File: src/rtl/imem_pkg.sv
// imem_pkg: shared FSM state type, requester count and saturating counter helper
package imem_pkg;
  localparam int N_REQ = 2;
  typedef enum logic [1:0] {IDLE, ISSUE, CAPTURE, RESP} state_t;
  function automatic logic [15:0] sat_inc(input logic [15:0] v);
    return &v ? v : v + 16'd1;
  endfunction
endpackage

File: src/rtl/rr_arb2.sv
// rr_arb2: two-way round-robin select; ports req (requests), last (previous winner), gnt (one-hot grant)
module rr_arb2
  import imem_pkg::*;
(
  input  logic [N_REQ-1:0] req,
  input  logic             last,
  output logic [N_REQ-1:0] gnt
);
  // on contention the requester that did not win last time goes next
  always_comb gnt = (req == 2'b11) ? (last ? 2'b01 : 2'b10) : req;
endmodule

File: src/rtl/input_mem_read_arbiter.sv
// input_mem_read_arbiter: two-requester read port arbiter in front of a 1-cycle-latency memory; ports: clk, rst (async active-low), req_valid/req_addr0/req_addr1/req_ready, resp_valid/resp_data/resp_ready, mem_rd_en/mem_addr/mem_rdata, grant_cnt0/grant_cnt1
module input_mem_read_arbiter
  import imem_pkg::*;
#(
  parameter int ADD_SIZE  = 12,
  parameter int DATA_SIZE = 108
) (
  input  logic                 clk,
  input  logic                 rst,
  input  logic [N_REQ-1:0]     req_valid,
  input  logic [ADD_SIZE-1:0]  req_addr0,
  input  logic [ADD_SIZE-1:0]  req_addr1,
  output logic [N_REQ-1:0]     req_ready,
  output logic [N_REQ-1:0]     resp_valid,
  output logic [DATA_SIZE-1:0] resp_data,
  input  logic [N_REQ-1:0]     resp_ready,
  output logic                 mem_rd_en,
  output logic [ADD_SIZE-1:0]  mem_addr,
  input  logic [DATA_SIZE-1:0] mem_rdata,
  output logic [15:0]          grant_cnt0,
  output logic [15:0]          grant_cnt1
);
  state_t state, state_nxt;
  logic [N_REQ-1:0] gnt;
  logic [15:0] cnt0, cnt1;
  logic last_grant, idx, grant;
  rr_arb2 u_arb (.req(req_valid), .last(last_grant), .gnt(gnt));
  assign grant = (state == IDLE) && |req_valid;
  assign grant_cnt0 = cnt0;
  assign grant_cnt1 = cnt1;
  always_ff @(posedge clk or negedge rst)
    if (!rst) state <= IDLE;
    else state <= state_nxt;
  always_comb
    state_nxt = (state == IDLE)    ? (grant ? ISSUE : IDLE) :
                (state == ISSUE)   ? CAPTURE :
                (state == CAPTURE) ? RESP :
                (resp_ready[idx] ? IDLE : RESP);
  always_comb begin
    req_ready  = (state == IDLE) ? gnt : 2'b00;
    resp_valid = (state == RESP) ? {idx, ~idx} : 2'b00;
    mem_rd_en  = (state == ISSUE);
  end
  // mem_addr doubles as the latched request address and holds between reads
  always_ff @(posedge clk or negedge rst)
    if (!rst) begin
      idx        <= 1'b0;
      last_grant <= 1'b1;
      mem_addr   <= '0;
      resp_data  <= '0;
      cnt0       <= '0;
      cnt1       <= '0;
    end else begin
      if (grant) begin
        idx        <= gnt[1];
        last_grant <= gnt[1];
        mem_addr   <= gnt[1] ? req_addr1 : req_addr0;
        if (gnt[0]) cnt0 <= sat_inc(cnt0);
        if (gnt[1]) cnt1 <= sat_inc(cnt1);
      end
      if (state == CAPTURE) resp_data <= mem_rdata;
    end
endmodule

File: config.mk
export PLATFORM = sky130hd
export DESIGN_NAME = input_mem_read_arbiter
export DESIGN_NICKNAME = d
export VERILOG_FILES = /design/src/rtl/imem_pkg.sv /design/src/rtl/rr_arb2.sv /design/src/rtl/input_mem_read_arbiter.sv
export SDC_FILE = /design/constraint.sdc
export NUM_CORES = 1
export LEC_CHECK = 0
export BUFFER_PORTS_ARGS = -buffer_cell sky130_fd_sc_hd__buf_2
export CORE_AREA = 10 10 118 131
export DETAILED_ROUTE_END_ITERATION = 10
export DIE_AREA = 0 0 128 141
export PLACE_DENSITY_LB_ADDON = 0.05
export SYNTH_ARGS = -nofsm -noshare
export SYNTH_HDL_FRONTEND = slang
export SYNTH_SLANG_ARGS = --single-unit
File: constraint.sdc
create_clock -name clk -period 3.5 [get_ports clk]
set_input_delay 0.35 -clock clk [delete_from_list [all_inputs] [get_ports clk]]
set_output_delay 0.35 -clock clk [all_outputs]
set_load 0.05 [all_outputs]
==> summary.json <==
{
  "synth_enable_flop_cells": {"value": 0},
  "detail_route.wirelength": {"value": 17770, "unit": "um"},
  "synth_compound_gate_area_share": {"value": 2.530, "unit": "%"},
  "sw_frac_of_total": {"value": 48.60, "unit": "%"},
  "number_of_global_route_vias_before_repair": {"value": 5053},
  "syn_nets": {"value": 586},
  "synth_xor_xnor_area_share": {"value": 3.795, "unit": "%"},
  "power.leakage": {"value": 0.004279, "unit": "uW"},
  "drt_drc_violations_left": {"value": 0},
  "synth_area": {"value": 6231, "unit": "um2"},
  "worst_pin_slew": {"value": 882.0, "unit": "ps"},
  "die_h": {"value": 141, "unit": "um"},
  "async_flop_share": {"value": 100.0, "unit": "%"},
  "global_route_wire_length_before_repair": {"value": 27740, "unit": "um"},
  "place_hpwl": {"value": 14090, "unit": "um"},
  "clockRootBuffer": {"value": "sky130_fd_sc_hd__clkbuf_16"},
  "clock_tree.buffer_depth": {"value": 2},
  "yosys.area_share.simple": {"value": 7.269, "unit": "%"},
  "drtAntennaViolNets": {"value": 0},
  "clock_tree_from_tritoncts": {"value": "yes"},
  "setup_viol": {"value": 0},
  "boundaryPins": {"value": 295},
  "seq_area_frac_synth": {"value": 62.67, "unit": "%"},
  "dr.first_iter.drc_count": {"value": 176},
  "placement.io_buffers": {"value": 294},
  "routed_wire_length_per_instance": {"value": 19.21, "unit": "um"},
  "skew": {"value": 8.640, "unit": "ps"},
  "crit_path_start_kind": {"value": "register"},
  "postSynthCellCount": {"value": 446},
  "period_share": {"value": 62.08, "unit": "%"},
  "tritoncts_num_sinks": {"value": 156},
  "cts-htree-levels": {"value": 4},
  "max_clock_freq": {"value": 460.3, "unit": "MHz"},
  "ys_ff_latch": {"value": 156},
  "cell_internal_pwr": {"value": 5311, "unit": "uW"},
  "run_status": {"value": "finished, final reports clean"},
  "required": {"value": 3150, "unit": "ps"},
  "area_taken_by_flip_flops_and_latches": {"value": 3905, "unit": "um2"},
  "detailedRoute.firstPassIterationCount": {"value": 4},
  "total_net_switching_power": {"value": 5021, "unit": "uW"},
  "grt-ovfl-total": {"value": 0},
  "die_width": {"value": 128, "unit": "um"},
  "place.detailed.instances": {"value": 891},
  "share_of_total_power_in_sequential_cells": {"value": 29.3, "unit": "%"},
  "headroom_to_the_max_slew_limit": {"value": 41.20, "unit": "%"},
  "hold_path.class": {"value": "input port to register"},
  "yosys-mux-area-fraction": {"value": 21.81, "unit": "%"},
  "cp_cell_sequence": {"value": "nor2_1 -> nand3_1 -> inv_1 -> buf_2"},
  "die_area": {"value": 18050, "unit": "um2"},
  "timing.critical_path.slowest_stage_cell": {"value": "sky130_fd_sc_hd__dfrtp_1"},
  "core_region_area": {"value": 12880, "unit": "um2"},
  "arrival": {"value": 1820, "unit": "ps"},
  "timing.final.crit_period": {"value": 2173, "unit": "ps"},
  "crit_path_max_incr_delay": {"value": 440, "unit": "ps"},
  "worst_skew_pair.late_latency": {"value": 420, "unit": "ps"},
  "synth-adder-area-share": {"value": 0.4016, "unit": "%"},
  "timing.critical_path.to_type": {"value": "primary output"},
  "main_combinational_cell_family_by_area_after_synthesis": {"value": "multiplexers"},
  "gr-usage-all-layers": {"value": 19.52, "unit": "%"},
  "stdcell_count": {"value": 925},
  "final.fill_count": {"value": 1021},
  "pin_count_of_the_biggest_net_entering_global_routing": {"value": 67},
  "worst_setup_hold_path_clk_slew": {"value": 60, "unit": "ps"},
  "worst-setup-path-type": {"value": "register to primary output"},
  "layout-drive-gt1-share": {"value": 58.98, "unit": "%"},
  "start_util": {"value": 48.37, "unit": "%"},
  "synth-main-ff-cell": {"value": "sky130_fd_sc_hd__dfrtp_1"},
  "comb_power_share": {"value": 52.1, "unit": "%"},
  "ys.warnings.count": {"value": 0},
  "final-max-slew-violation-count": {"value": 0},
  "antenna_found_initial": {"value": 1},
  "globalplace.congestion": {"value": 0.8316},
  "synth_area_per_cell": {"value": 13.97, "unit": "um2"},
  "power_per_cell_area": {"value": 1209, "unit": "nW/um2"},
  "areaGrowthSynthToFinish": {"value": 37.17, "unit": "%"},
  "cts-resized-gates": {"value": 0},
  "placementRows": {"value": 44},
  "viasPerCell": {"value": 5.013},
  "total_clock_buffers_created_by_cts": {"value": 17},
  "setup_tns": {"value": 0, "unit": "ps"},
  "ir_drop": {"value": 0.7821, "unit": "mV"},
  "final_nets": {"value": 890},
  "grt_setup_unrepaired": {"value": "no"},
  "worst-path-max-fanout": {"value": 6},
  "clockPowerShare": {"value": 18.6, "unit": "%"},
  "max-cap-violations": {"value": 0},
  "multiInputGateArea": {"value": 2238, "unit": "um2"},
  "vias_post_dr": {"value": 4637},
  "yosysUniqueCellTypes": {"value": 38},
  "timing.final.hold_violations": {"value": 0}
}
[cell type report]
type,count,share of cell area [%]
Antenna cell,1,0.02928
Clock buffer,17,4.977
Clock inverter,15,2.328
Inverter,8,0.3513
Multi-Input combinational cell,266,26.19
Sequential cell,156,45.69
Tap cell,161,2.357
Timing Repair Buffer,301,18.08
[final timing paths]
path	from	endpoint	slack [ps]	cells after the start
max	state[1]	req_ready[0]	1330	4
max reg2reg	state[1]	grant_cnt1[13]	1430	5
min	mem_rdata[40]	resp_data[40]	160	2
min reg2reg	grant_cnt1[5]	grant_cnt1[5]	490	1
min in group asynchronous	rst	resp_data[66]	510	2
max in group asynchronous	rst	resp_data[32]	2120	3
[worst max-delay path: cells and delay by family, from the launching register on]
| kind | cells | cell delay, ps |
|---|---|---|
| AND/OR/NAND/NOR | 2 | 530 |
| flip-flops | 1 | 440 |
| buffers and inverters | 2 | 420 |
[Yosys cell counts (2+ instances only)]
| library cell | n | area [um2] |
|---|---|---|
| sky130_fd_sc_hd__dfrtp_1 | 155 | 3879 |
| sky130_fd_sc_hd__mux2_2 | 110 | 1239 |
| sky130_fd_sc_hd__nor2_1 | 25 | 93.84 |
| sky130_fd_sc_hd__nand2_1 | 18 | 67.56 |
| sky130_fd_sc_hd__xnor2_1 | 14 | 122.6 |
| sky130_fd_sc_hd__xor2_1 | 13 | 113.9 |
| sky130_fd_sc_hd__a21oi_1 | 12 | 60.06 |
| sky130_fd_sc_hd__clkbuf_1 | 12 | 45.04 |
| sky130_fd_sc_hd__mux2i_1 | 12 | 120.1 |
| sky130_fd_sc_hd__nand3_1 | 12 | 60.06 |
| sky130_fd_sc_hd__inv_1 | 8 | 30.03 |
| sky130_fd_sc_hd__nand4_1 | 7 | 43.79 |
| sky130_fd_sc_hd__nor3_1 | 7 | 35.03 |
| sky130_fd_sc_hd__buf_2 | 4 | 20.02 |
| sky130_fd_sc_hd__nor4_1 | 4 | 25.02 |
| sky130_fd_sc_hd__o21a_1 | 4 | 30.03 |
| sky130_fd_sc_hd__or3_1 | 3 | 18.77 |
| sky130_fd_sc_hd__and3_1 | 2 | 12.51 |
| sky130_fd_sc_hd__ha_1 | 2 | 25.02 |
| sky130_fd_sc_hd__nand2b_1 | 2 | 12.51 |
| sky130_fd_sc_hd__nor2b_1 | 2 | 12.51 |
| sky130_fd_sc_hd__o21ai_0 | 2 | 10.01 |
[sequential cells by signal, indices dropped and copies added, names as in the netlist]
register / cells
idx: 1
resp_data: 108
grant_cnt0: 16
last_grant: 1
state: 2
grant_cnt1: 16
mem_addr: 12
[repair_timing]
action                    in CTS  in global routing
hold buffers                   1                  0
buffers inserted               0                  0
hold endpoints to repair      58                  0
[layer usage]
metal  GRT usage (%)  part of all wire, %  vias up
li1                -                    -     2169
met1           20.97                   37     2234
met2           32.12                   49      208
met3           9.902                   11       26
met4           7.295                  2.2        0
met5               0                    0        -
[logic make-up after synthesis]
logic type	Yosys count
compound gates	25
xor+xnor	27
fa+ha+maj	2
buf+inv	24
flops	156
mux	122
simple gates	90
[power groups by stage]
stage               logic [uW]  clock network, uW  registers [uW]
finish                    5390               1920            3020
global route              5650               2050            3130
global placement          5390                  0            3020
CTS                       5460               1960            3030
detailed placement        5460                  0            3050
floorplan                 1440                  0            5670
[metrics by stage]
| step | hold slack, ps | area, um2 | worst slack (ps) | total power (uW) | utilization, % |
|---|---|---|---|---|---|
| after floorplan | 54.41 | 6231 | 1352 | 7108 | - |
| after global placement | 361.0 | 7910 | 1590 | 8404 | 61.40 |
| after detailed placement | 370.7 | 7910 | 1519 | 8503 | 61.40 |
| after CTS | 140.3 | 8544 | 1291 | 10450 | 66.33 |
| after global routing | 140.9 | 8544 | 1169 | 10830 | 66.33 |
| final | 156.2 | 8547 | 1327 | 10330 | 66.35 |
[placed cells by master (no fill, tap or decap), types with 13 or more instances in the layout]
cell                        instances
sky130_fd_sc_hd__nor2_1            25
sky130_fd_sc_hd__buf_2            293
sky130_fd_sc_hd__clkbuf_16         17
sky130_fd_sc_hd__xor2_1            13
sky130_fd_sc_hd__dfrtp_1          155
sky130_fd_sc_hd__xnor2_1           14
sky130_fd_sc_hd__nand2_1           18
sky130_fd_sc_hd__mux2_2           110
No activity file was read; power rests on OpenSTA's default activity.
